--- config.mk ---
export PLATFORM = sky130hd
export DESIGN_NAME = uart_piso_tx_flat
export DESIGN_NICKNAME = d
export VERILOG_FILES = /design/src/rtl/uart_piso_tx_if.sv /design/src/rtl/uart_piso_tx.sv /design/src/flat_wrapper.sv
export SDC_FILE = /design/constraint.sdc
export NUM_CORES = 1
export LEC_CHECK = 0
export CAP_MARGIN = 20
export CORE_MARGIN = 2
export CORE_UTILIZATION = 49
export CTS_BUF_LIST = sky130_fd_sc_hd__clkbuf_4 sky130_fd_sc_hd__clkbuf_8 sky130_fd_sc_hd__clkbuf_16
export CTS_CLUSTER_DIAMETER = 150
export DETAILED_ROUTE_END_ITERATION = 8
export PLACE_DENSITY = 0.85
export SLEW_MARGIN = 20
export SYNTH_ARGS = -nofsm -noshare
export SYNTH_HDL_FRONTEND = slang
export SYNTH_SLANG_ARGS = --single-unit
--- constraint.sdc ---
create_clock -name clk -period 1.9 [get_ports clk]
set_input_delay 0.57 -clock clk [delete_from_list [all_inputs] [get_ports clk]]
set_output_delay 0.57 -clock clk [all_outputs]
set_load 0.02 [all_outputs]
--- src/rtl/uart_piso_tx_if.sv ---
// uart_piso_tx_if -- bus bundle between a byte source and the UART transmitter.
//   baud_tick   : one-clk pulse per bit period (source -> transmitter)
//   send        : request to hand data_in over this cycle
//   data_in     : payload word, DATA_W bits, sent LSB first
//   ready       : transmitter holding register is empty
//   data_tx     : serial line, idle high
//   active_flag : a frame is on the line
//   done_flag   : one-clk pulse at the end of each frame
interface uart_piso_tx_if #(
  parameter int DATA_W = 8
);
  logic              baud_tick;
  logic              send;
  logic [DATA_W-1:0] data_in;
  logic              ready;
  logic              data_tx;
  logic              active_flag;
  logic              done_flag;

  modport master (
    output baud_tick, send, data_in,
    input  ready, data_tx, active_flag, done_flag
  );

  modport slave (
    input  baud_tick, send, data_in,
    output ready, data_tx, active_flag, done_flag
  );
endinterface

--- src/rtl/uart_piso_tx.sv ---
// uart_piso_tx -- parallel-in serial-out UART transmitter with a one-word
// holding register, optional parity and one or two stop bits.
// Ports:
//   clk   : single clock, all state changes on the rising edge
//   reset : synchronous, active-high; returns the line to idle high
//   bus   : uart_piso_tx_if.slave (baud_tick, send, data_in in;
//           ready, data_tx, active_flag, done_flag out)
// Frame: start(0), DATA_W data bits LSB first, parity (if enabled),
// STOP_BITS stop bits (1). Every bit boundary falls on a baud_tick cycle.
module uart_piso_tx #(
  parameter int DATA_W      = 8,
  parameter int PARITY_MODE = 1,
  parameter int STOP_BITS   = 1
) (
  input  logic         clk,
  input  logic         reset,
  uart_piso_tx_if.slave bus
);

  if (DATA_W < 5 || DATA_W > 9) begin : g_bad_data_w
    $error("uart_piso_tx: DATA_W must be in 5..9");
  end
  if (PARITY_MODE < 0 || PARITY_MODE > 2) begin : g_bad_parity
    $error("uart_piso_tx: PARITY_MODE must be 0, 1 or 2");
  end
  if (STOP_BITS < 1 || STOP_BITS > 2) begin : g_bad_stop
    $error("uart_piso_tx: STOP_BITS must be 1 or 2");
  end

  localparam logic [3:0] LAST_DATA  = 4'(DATA_W - 1);
  localparam logic [3:0] LAST_STOP  = 4'(STOP_BITS - 1);
  localparam bit         HAS_PARITY = (PARITY_MODE != 0);
  localparam bit         ODD_PARITY = (PARITY_MODE == 2);

  typedef enum logic [2:0] {IDLE, START, DATA, PARITY, STOP} state_t;

  state_t            state, state_n;
  logic [3:0]        bit_cnt, bit_cnt_n;
  logic              hold_full, hold_full_n;
  logic              tx, tx_n;
  logic              active, active_n;
  logic              done, done_n;
  logic [DATA_W-1:0] hold_data, hold_data_n;
  logic              hold_par, hold_par_n;
  logic [DATA_W-1:0] shift, shift_n;
  logic              par, par_n;
  logic              accept;
  logic              load;

  function automatic logic calc_parity(input logic [DATA_W-1:0] d);
    return (^d) ^ ODD_PARITY;
  endfunction

  always_comb begin
    state_n     = state;
    bit_cnt_n   = bit_cnt;
    hold_full_n = hold_full;
    tx_n        = tx;
    active_n    = active;
    done_n      = 1'b0;
    hold_data_n = hold_data;
    hold_par_n  = hold_par;
    shift_n     = shift;
    par_n       = par;
    load        = 1'b0;
    // accept needs an empty holding register and load needs a full one,
    // so the two can never happen in the same cycle.
    accept      = bus.send && !hold_full;

    if (bus.baud_tick) begin
      case (state)
        IDLE: begin
          if (hold_full) begin
            load     = 1'b1;
            tx_n     = 1'b0;
            active_n = 1'b1;
            state_n  = START;
          end
        end
        START: begin
          tx_n      = shift[0];
          shift_n   = shift >> 1;
          bit_cnt_n = 4'd0;
          state_n   = DATA;
        end
        DATA: begin
          // bit_cnt indexes the data bit currently on the line
          if (bit_cnt == LAST_DATA) begin
            bit_cnt_n = 4'd0;
            if (HAS_PARITY) begin
              tx_n    = par;
              state_n = PARITY;
            end else begin
              tx_n    = 1'b1;
              state_n = STOP;
            end
          end else begin
            tx_n      = shift[0];
            shift_n   = shift >> 1;
            bit_cnt_n = bit_cnt + 4'd1;
          end
        end
        PARITY: begin
          tx_n      = 1'b1;
          bit_cnt_n = 4'd0;
          state_n   = STOP;
        end
        STOP: begin
          if (bit_cnt == LAST_STOP) begin
            done_n    = 1'b1;
            bit_cnt_n = 4'd0;
            if (hold_full) begin
              // back-to-back: next start bit follows the stop bit directly
              load    = 1'b1;
              tx_n    = 1'b0;
              state_n = START;
            end else begin
              tx_n     = 1'b1;
              active_n = 1'b0;
              state_n  = IDLE;
            end
          end else begin
            bit_cnt_n = bit_cnt + 4'd1;
          end
        end
        default: state_n = IDLE;
      endcase
    end

    if (load) begin
      shift_n     = hold_data;
      par_n       = hold_par;
      hold_full_n = 1'b0;
    end
    if (accept) begin
      hold_data_n = bus.data_in;
      hold_par_n  = calc_parity(bus.data_in);
      hold_full_n = 1'b1;
    end
  end

  // Register stage: control state is reset, payload registers are not.
  always_ff @(posedge clk) begin
    if (reset) begin
      state     <= IDLE;
      bit_cnt   <= 4'd0;
      hold_full <= 1'b0;
      tx        <= 1'b1;
      active    <= 1'b0;
      done      <= 1'b0;
    end else begin
      state     <= state_n;
      bit_cnt   <= bit_cnt_n;
      hold_full <= hold_full_n;
      tx        <= tx_n;
      active    <= active_n;
      done      <= done_n;
    end
    hold_data <= hold_data_n;
    hold_par  <= hold_par_n;
    shift     <= shift_n;
    par       <= par_n;
  end

  assign bus.ready       = !hold_full;
  assign bus.data_tx     = tx;
  assign bus.active_flag = active;
  assign bus.done_flag   = done;

endmodule

--- src/flat_wrapper.sv ---
// flat-port wrapper written by rule: the top's interface ports become plain ports
module uart_piso_tx_flat 
#(
  parameter int DATA_W      = 8,
  parameter int PARITY_MODE = 1,
  parameter int STOP_BITS   = 1
)
  (clk, reset, bus_baud_tick, bus_send, bus_data_in, bus_ready, bus_data_tx, bus_active_flag, bus_done_flag);
  uart_piso_tx_if #(.DATA_W(DATA_W)) bus_i ();
  input  logic clk;
  input  logic reset;
  input wire logic [$bits(bus_i.baud_tick)-1:0] bus_baud_tick;
  input wire logic [$bits(bus_i.send)-1:0] bus_send;
  input wire logic [$bits(bus_i.data_in)-1:0] bus_data_in;
  output wire logic [$bits(bus_i.ready)-1:0] bus_ready;
  output wire logic [$bits(bus_i.data_tx)-1:0] bus_data_tx;
  output wire logic [$bits(bus_i.active_flag)-1:0] bus_active_flag;
  output wire logic [$bits(bus_i.done_flag)-1:0] bus_done_flag;
  assign bus_i.baud_tick = bus_baud_tick;
  assign bus_i.send = bus_send;
  assign bus_i.data_in = bus_data_in;
  assign bus_ready = bus_i.ready;
  assign bus_data_tx = bus_i.data_tx;
  assign bus_active_flag = bus_i.active_flag;
  assign bus_done_flag = bus_i.done_flag;
  uart_piso_tx #(.DATA_W(DATA_W), .PARITY_MODE(PARITY_MODE), .STOP_BITS(STOP_BITS)) u_core (.clk(clk), .reset(reset), .bus(bus_i));
endmodule
==> run summary, run 1 <==
max_cap viols - 0
area growth from synthesis to layout - 24.7%
Tot Pwr - 1.42 mW
worst r2r src - u_core.bit_cnt[0]$_SDFFE_PP0P_
Slowest cell on crit path - clkdlybuf4s50_1
CTS tree - yes
die width - 58.5 µm
synth top area cells - edfxtp_1 37%, dfxtp_1 15%, mux2_2 5.4%
clk_lat worst skew - 0.33 ns
TritonCTS Buffers - 5
Slew Limit Headroom - 0.750
CTS Root Cell - clkbuf_4
antenna cells - 0
Pwr Density - 783 nW/µm²
ratio of cells with drive above 1 in the final layout - 0.265
HP Class - register to register
critical path class - input pin to register
register area share after synthesis - 0.522
crit path launch type - input pin
H-Tree Depth - 2
Synth Cell Area - 1460 µm²
Clock Path Buffers - 2
cell count after synthesis - 129
Buf/Inv on CP - 2
clock-pin slew on the worst setup and hold paths - 0.09 ns
EDFF count, synth - 18
ys async rst share - 0
max incr delay on CP - 0.49 ns
hold-fix buffers at CTS - 0
CP arrival - 1.94 ns
clock skew - 0.00821 ns
Overall Global Routing Usage - 0.198
area share of the largest cell type after synthesis - 0.371
GRT overflow - 0
Yosys reg bits - 29
crit path cell chain - clkdlybuf4s50_1 -> and2b_1 -> nand2_1 -> a21oi_4 -> buf_6 -> mux2_2
row count - 19
placed cell count - 181
Synth top cells by count - 18 x edfxtp_1, 11 x dfxtp_1, 10 x a21oi_1, 9 x nand2_1, 7 x mux2_2
Yosys cell types - 46
first-pass GRT wire length - 4890 µm
Final Max Slew Viols - 0
period utilization - 0.969
unrepaired setup endpoints after global routing - false
Vias - 1093
Top Family by Delay on Critical Path - buffers and inverters
IO Count - 16
worst-margin pin slew - 0.375 ns
crit end category - register
status - completed
Wirelength per Cell - 15.2 µm
Total Nets Final - 175
vias in the first global route - 1138
Hold Slack - 0.470 ns
post-DR vias/cell - 5.66
min Tclk post-route - 1.84 ns
CP Launch Point - bus_baud_tick
die height - 58.5 µm
core area - 2780 µm²
maximum vdd drop - 0.579 mV
DP Area - 1690 µm²
non-filler instance count after layout - 193
yosys synthesis warning count - 0
leakage - 0.674 nW
Worst EP required - 1.99 ns
DRC errors left - 0
initial core utilization - 0.524
Syn Nets - 143
1st-iter DRT viols - 19
Critical Path Fanout Max - 5
Main synth FF type - edfxtp_1
Port Buffers - 15
post-route cell area - 1820 µm²
final setup violation count - 0
count leader, synth - edfxtp_1
Synth area leader - edfxtp_1
drt first pass iters - 4
CTS sink cnt - 29
Die ar. - 3420 µm²
hpwl dp - 2270 µm
hold_sp - u_core.hold_par$_DFFE_PP_
Avg Inst Size Synth - 11.3 µm²
DRT antenna net count - 0
fillers - 212
Final Hold Viols - 0
initial antenna violation count - 0
Placer Congestion - 0.846
final WL - 2940 µm
Peak Freq - 543 MHz
largest net degree at the start of global routing - 12
[worst reg2reg max path: cells and delay by family, from the launching register on]
kind | cells | cell delay [ns]
fa+ha+maj | 1 | 0.13
simple gates | 1 | 0.40
mux | 1 | 0.33
compound gates | 1 | 0.19
buf+inv | 2 | 0.22
flops | 1 | 0.33
[registers in the layout (all words and copies together) (netlist names)]
name,cells
u_core.bus.active_flag,1
u_core.state,3
u_core.shift,8
u_core.bus.done_flag,1
u_core.bus.data_tx,1
u_core.hold_data,8
u_core.bit_cnt,4
u_core.hold_full,1
u_core.par,1
u_core.hold_par,1
[where the power goes]
group	switching [mW]	internal, mW
clock	0.209	0.133
combinational	0.144	0.163
sequential	0.0350	0.737
total	0.389	1.03
[per-layer routing]
layer | vias up | GRT usage | wire length (µm)
li1 | 538 | - | -
met1 | 517 | 0.189 | 1080
met2 | 26 | 0.360 | 1640
met3 | 12 | 0.0703 | 124
met4 | 0 | 0.120 | 104
met5 | - | 0 | 0
[timing repair]
item / CTS / global route
hold endpoints to repair: 0 / 0
setup endpoints to repair: 4 / 17
gates resized for setup: 2 / 14
setup buffers: 0 / 3
gates cloned: 0 / 1
[path summary, 6_finish.rpt]
check	end	slack, ns	cells past startpoint
max	u_core.shift[0]$_DFFE_PP_	0.06	6
min	u_core.par$_DFFE_PN_	0.47	0
max reg2reg	u_core.shift[0]$_DFFE_PP_	0.06	6
min reg2reg	u_core.par$_DFFE_PN_	0.47	0
[cell usage in the layout (no fill, tap or decap), types with 4 or more instances in the layout]
cell type,instances
dfxtp_1,9
buf_4,14
a21oi_1,10
nor3_1,4
nand2_1,9
edfxtp_1,18
xnor2_1,6
nor2_1,5
clkbuf_4,5
clkdlybuf4s50_1,12
nor2b_1,4
mux2_2,5
[stage by stage]
stage | util | worst slack, ns | TNS [ns]
2_1_floorplan | - | 0.0751 | 0
3_3_place_gp | 0.608 | -0.232 | -3.31
3_5_place_dp | 0.608 | -0.266 | -3.79
4_1_cts | 0.627 | 0.0112 | 0
5_1_grt | 0.653 | 0.0173 | 0
6_report | 0.653 | 0.0580 | 0
[area by class of cell]
type,count,area (µm²),area share
Clock buffer,5,37.5,0.0207
Timing Repair Buffer,31,282,0.155
Tap cell,31,38.8,0.0214
Inverter,5,18.8,0.0103
Clock inverter,3,12.5,0.00689
Multi-Input combinational cell,89,663,0.365
Sequential cell,29,763,0.420
[cells by family (layout without fill, tap and decap cells)]
kind of cell | count (synthesis) | in the layout | synth area share
compound gates | 29 | 29 | 0.141
xor+xnor | 7 | 7 | 0.0421
fa+ha+maj | 2 | 2 | 0.0172
buf+inv | 11 | 44 | 0.0430
flops | 29 | 29 | 0.522
mux | 7 | 7 | 0.0541
simple gates | 44 | 44 | 0.180
Note: power is estimated with default switching activity, not from simulation.
==> run 2: changes to the inputs <==
Settings changed: CTS_CLUSTER_SIZE from default to 20, MAX_ROUTING_LAYER from default to met4, SETUP_SLACK_MARGIN from default to 0.05.
==> run 2 against run 1 <==
Setup slack gained 0.013 ns. Die area is the same. Sequential power about the same. Total power up 0.12%. Hold slack worse by 0.0048 ns. Via count rose by 0.73%. Wire length increased by 2.3%. Sequential share of layout area fell by 0.17 points. Critical path type unchanged. Critical endpoint is now u_core.shift[6]$_DFFE_PP_. Largest cell class unchanged.
==> run summary, run 2 (synthesized netlist as in run 1, its figures left out) <==
status - completed
ratio of cells with drive above 1 in the final layout - 0.272
met2 WL - 1670 µm
met1 WL - 1100 µm
crit end category - register
most frequent cells in the layout - 18 x edfxtp_1, 14 x buf_4, 11 x clkdlybuf4s50_1, 10 x a21oi_1
1st-iter DRT viols - 16
Die ar. - 3420 µm²
leakage - 0.687 nW
Wirelength per Cell - 15.6 µm
final WL - 3010 µm
hpwl dp - 2270 µm
max incr delay on CP - 0.49 ns
initial core utilization - 0.524
drt first pass iters - 4
reg2reg setup slack - 0.09 ns
worst r2r src - u_core.bit_cnt[1]$_SDFFE_PP0P_
IO Count - 16
commonest non-fill, non-tap cell in the layout - edfxtp_1
Register Area - 763 µm²
Hold Slack - 0.466 ns
setup_tns - 0 ns
Top Family by Delay on Critical Path - buffers and inverters
Worst EP required - 1.98 ns
Overall Global Routing Usage - 0.207
Vias - 1101
CTS Root Cell - clkbuf_4
GRT overflow - 0
Placer Congestion - 0.859
Multi-input gate area - 676 µm²
initial antenna violation count - 0
Slowest cell on crit path - clkdlybuf4s50_1
Worst R2R End - u_core.shift[6]$_DFFE_PP_
clk_lat worst skew - 0.33 ns
Slew Limit Headroom - 0.747
die height - 58.5 µm
Final Max Slew Viols - 0
hold path endpoint - u_core.par$_DFFE_PN_
clock skew - 0.00909 ns
Pwr Density - 781 nW/µm²
max_cap viols - 0
CP arrival - 1.91 ns
DR top layer - met4
vias in the first global route - 1168
Total Nets Final - 175
clock-pin slew on the worst setup and hold paths - 0.09 ns
Port Buffers - 15
critical path class - input pin to register
antenna cells - 0
die width - 58.5 µm
TritonCTS Buffers - 5
min Tclk post-route - 1.83 ns
unrepaired setup endpoints after global routing - false
first-pass GRT wire length - 4970 µm
Critical Path Fanout Max - 5
largest registers - u_core.hold_data: 8 flops, u_core.shift: 8 flops, u_core.bit_cnt: 4 flops
H-Tree Depth - 2
area growth from synthesis to layout - 25.2%
Final Hold Viols - 0
core area - 2780 µm²
post-DR vias/cell - 5.70
hold-fix buffers at CTS - 0
largest net degree at the start of global routing - 12
placed cell count - 181
crit path launch type - input pin
period utilization - 0.963
non-filler instance count after layout - 193
Peak Freq - 547 MHz
final setup violation count - 0
DRT antenna net count - 0
row count - 19
Clock Path Buffers - 2
worst-margin pin slew - 0.378 ns
CTS sink cnt - 29
maximum vdd drop - 0.577 mV
FF-to-FF path depth - 6
hold_sp - u_core.hold_par$_DFFE_PP_
CTS tree - yes
Buf/Inv on CP - 2
fillers - 210
DRC errors left - 0
Hold Path Depth - 0
HP Class - register to register
routed wl met3 - 126 µm
crit path cell chain - clkdlybuf4s50_1 -> and2b_1 -> nand2_1 -> a21oi_4 -> buf_6 -> mux2_4
==> run 2: cell count changes in the layout (fill, tap and decap cells not counted), sizes merged <==
| cell | before | now |
|---|---|---|
| clkdlybuf4s50 | 12 | 11 |
| dlymetal6s2s | 2 | 1 |
| dlygate4sd2 | 1 | 3 |
==> run 2: how the worst max path moves through the flow <==
| stage | startpoint | end | slack [ns] | cells past startpoint |
|---|---|---|---|---|
| after floorplan | u_core.bit_cnt[0]$_SDFFE_PP0P_ | u_core.shift[1]$_DFFE_PP_ | 0.08 | 6 |
| after global placement | bus_baud_tick | u_core.shift[2]$_DFFE_PP_ | -0.23 | 6 |
| after detailed placement | bus_baud_tick | u_core.shift[5]$_DFFE_PP_ | -0.27 | 6 |
| after CTS | u_core.bit_cnt[1]$_SDFFE_PP0P_ | u_core.shift[6]$_DFFE_PP_ | 0.06 | 6 |
| after global routing | u_core.bit_cnt[1]$_SDFFE_PP0P_ | u_core.shift[5]$_DFFE_PP_ | 0.05 | 6 |
| final | bus_baud_tick | u_core.shift[6]$_DFFE_PP_ | 0.07 | 6 |
==> run 2: stage by stage <==
stage           util  power [mW]  instance area [µm²]  setup slack (ns)
6_report       0.655        1.42                 1820            0.0708
4_1_cts        0.635        1.42                 1770            0.0583
3_3_place_gp   0.608        1.05                 1690            -0.232
3_5_place_dp   0.608        1.07                 1690            -0.266
5_1_grt        0.655        1.50                 1820            0.0457
2_1_floorplan      -       0.962                 1460            0.0751
==> run 2: timing repair <==
item | 4_1_cts | 5_1_grt
buffers inserted | 1 | 2
setup endpoints to repair | 18 | 17
pin swaps | 1 | 4
gates resized for setup | 7 | 14
cloned | 1 | 0
==> run 2: report_power, final <==
group	switching, mW	total [mW]	internal (mW)
clock network	0.208	0.341	0.133
logic	0.146	0.309	0.164
registers	0.0360	0.773	0.737
==> run 2: routing by layer <==
metal | vias to the layer above | global-route usage
met5 | - | -
met4 | 0 | 0.120
met3 | 12 | 0.0703
met2 | 26 | 0.374
met1 | 525 | 0.186
li1 | 538 | -
==> run 2: cell type report <==
type / count / area share
Clock buffer: 5 / 0.0206
Timing Repair Buffer: 31 / 0.152
Clock inverter: 3 / 0.00686
Multi-Input combinational cell: 89 / 0.371
Tap cell: 31 / 0.0213
Inverter: 5 / 0.0103
Sequential cell: 29 / 0.419
==> run 3: changes to the inputs <==
Settings changed: CORE_UTILIZATION 49 to 59, PLACE_DENSITY 0.85 to 0.94.
Clock period 1.9 ns to 2.3 ns, I/O delays scaled along.
==> run 3 against run 2 <==
Sequential share of layout area up 2.3 points. Design area fell by 5.6%. Hold slack lost 0.029 ns. Combinational power fell by 30%. Non-clock buffer count decreased by 11. Sequential power down 17%. Global-route usage increased by 1.6 points. Critical path type is now register to output pin. Largest power group unchanged.
==> run summary, run 3 (synthesized netlist as in run 1, its figures left out) <==
status - completed
CP Launch Point - u_core.hold_full$_SDFFE_PP0P_
reg2reg setup slack - 0.34 ns
die width - 53.7 µm
first-pass GRT wire length - 4200 µm
Multi-input gate area - 633 µm²
Placer Congestion - 0.839
Clock Path Buffers - 2
hold_sp - u_core.hold_par$_DFFE_PP_
commonest non-fill, non-tap cell in the layout - edfxtp_1
area growth from synthesis to layout - 18.2%
Worst EP required - 1.61 ns
final setup violation count - 0
Die ar. - 2880 µm²
CP arrival - 1.38 ns
unrepaired setup endpoints after global routing - false
grt peak-use layer - met2
switching power - 0.339 mW
number of gates resized after CTS - 0
initial antenna violation count - 0
DRC errors left - 0
CTS tree - yes
antenna cells - 0
HP Class - register to register
period utilization - 0.900
max_cap viols - 0
switching part of the total - 0.263
Peak Freq - 483 MHz
Overall Global Routing Usage - 0.223
Hold Path Depth - 0
CTS sink cnt - 29
ratio of cells with drive above 1 in the final layout - 0.185
IO Count - 16
vias in the first global route - 939
row count - 18
min Tclk post-route - 2.07 ns
Port Buffers - 15
Final Max Slew Viols - 0
largest net degree at the start of global routing - 15
DRT antenna net count - 0
clk_lat worst skew - 0.34 ns
crit path cell chain - inv_1 -> clkdlybuf4s50_1
clock skew - 0.00165 ns
1st-iter DRT viols - 19
met2 usage in global routing - 0.331
Register Area - 761 µm²
Wirelength per Cell - 14.9 µm
maximum vdd drop - 0.637 mV
Total Nets Final - 164
crit path launch type - register
clock share of power - 0.334
post-CTS setup buffer count - 0
Logic pwr share - 0.168
drt first pass iters - 4
TritonCTS Buffers - 5
GRT overflow - 0
max incr delay on CP - 0.59 ns
initial core utilization - 0.604
Final Hold Viols - 0
FF-to-FF path depth - 6
H-Tree Depth - 2
Slowest cell on crit path - clkdlybuf4s50_1
critical path class - register to output pin
Pwr Density - 748 nW/µm²
clock-pin slew on the worst setup and hold paths - 0.10 ns
Final Core Density - 0.714
leakage - 0.601 nW
hpwl dp - 1840 µm
GR met3 Demand/Resource - 0.0972
hold path endpoint - u_core.par$_DFFE_PN_
Vias - 1061
Reg power frac - 0.498
CTS Root Cell - clkbuf_4
final WL - 2690 µm
Worst R2R End - u_core.shift[2]$_DFFE_PP_
worst r2r src - u_core.bit_cnt[0]$_SDFFE_PP0P_
met1 Use GR - 0.260
hold-fix buffers at CTS - 0
die height - 53.7 µm
most frequent cells in the layout - 18 x edfxtp_1, 15 x clkdlybuf4s50_1, 11 x dfxtp_1, 10 x a21oi_1, 9 x nand2_1
internal power - 0.948 mW
setup_tns - 0 ns
worst-margin pin slew - 0.532 ns
post-DR vias/cell - 5.86
crit end category - output pin
fillers - 159
Slew Limit Headroom - 0.645
largest registers - u_core.hold_data: 8 flops, u_core.shift: 8 flops, u_core.bit_cnt: 4 flops
core area - 2410 µm²
Critical Path Fanout Max - 6
==> run 3: changes by cell type in the layout (fill, tap and decap cells not counted), sizes merged, moves of 2 or more <==
| cell | before | now |
|---|---|---|
| clkdlybuf4s50 | 11 | 15 |
| clkinv | 3 | 1 |
| buf | 16 | 5 |
| dlygate4sd2 | 3 | 0 |
==> run 3: power by group through the flow <==
| stage | clock network, mW | logic (mW) | registers (mW) |
|---|---|---|---|
| after global routing | 0.464 | 0.235 | 0.646 |
| final | 0.430 | 0.217 | 0.641 |
| after floorplan | 0 | 0.154 | 0.641 |
| after detailed placement | 0 | 0.211 | 0.652 |
| after CTS | 0.437 | 0.216 | 0.641 |
| after global placement | 0 | 0.203 | 0.650 |
==> run 3: per-layer routing <==
layer / routed length, µm / share of wire
met1: 1120 / 0.42
met2: 1330 / 0.49
met3: 194 / 0.072
met4: 46 / 0.017
met5: 0 / 0
==> run 3: through the flow <==
stage	hold WS (ns)	cells	setup slack, ns	cell area, µm²	power (mW)
after floorplan	0.400	129	0.475	1460	0.795
after global routing	0.458	181	0.135	1720	1.34
after CTS	0.439	181	0.219	1720	1.29
after detailed placement	0.413	173	0.00814	1640	0.863
final	0.436	181	0.231	1720	1.29
after global placement	0.412	173	0.0321	1640	0.853
==> run 3: worst max-delay path: cells and delay by family, from the launching register on <==
| family | cells | cell delay (ns) |
|---|---|---|
| buffers and inverters | 2 | 0.66 |
| DFF | 1 | 0.38 |
==> run 3: layout make-up <==
type,count,area share
Clock inverter,3,0.0269
Sequential cell,29,0.442
Timing Repair Buffer,20,0.109
Multi-Input combinational cell,89,0.368
Clock buffer,5,0.0218
Inverter,5,0.0109
Tap cell,30,0.0218
==> run 3: worst max path at each step <==
stage,cells past startpoint,to
finish,2,bus_ready
detailed placement,6,u_core.shift[4]$_DFFE_PP_
global route,2,bus_ready
CTS,2,bus_ready
floorplan,6,u_core.shift[1]$_DFFE_PP_
global placement,6,u_core.shift[4]$_DFFE_PP_
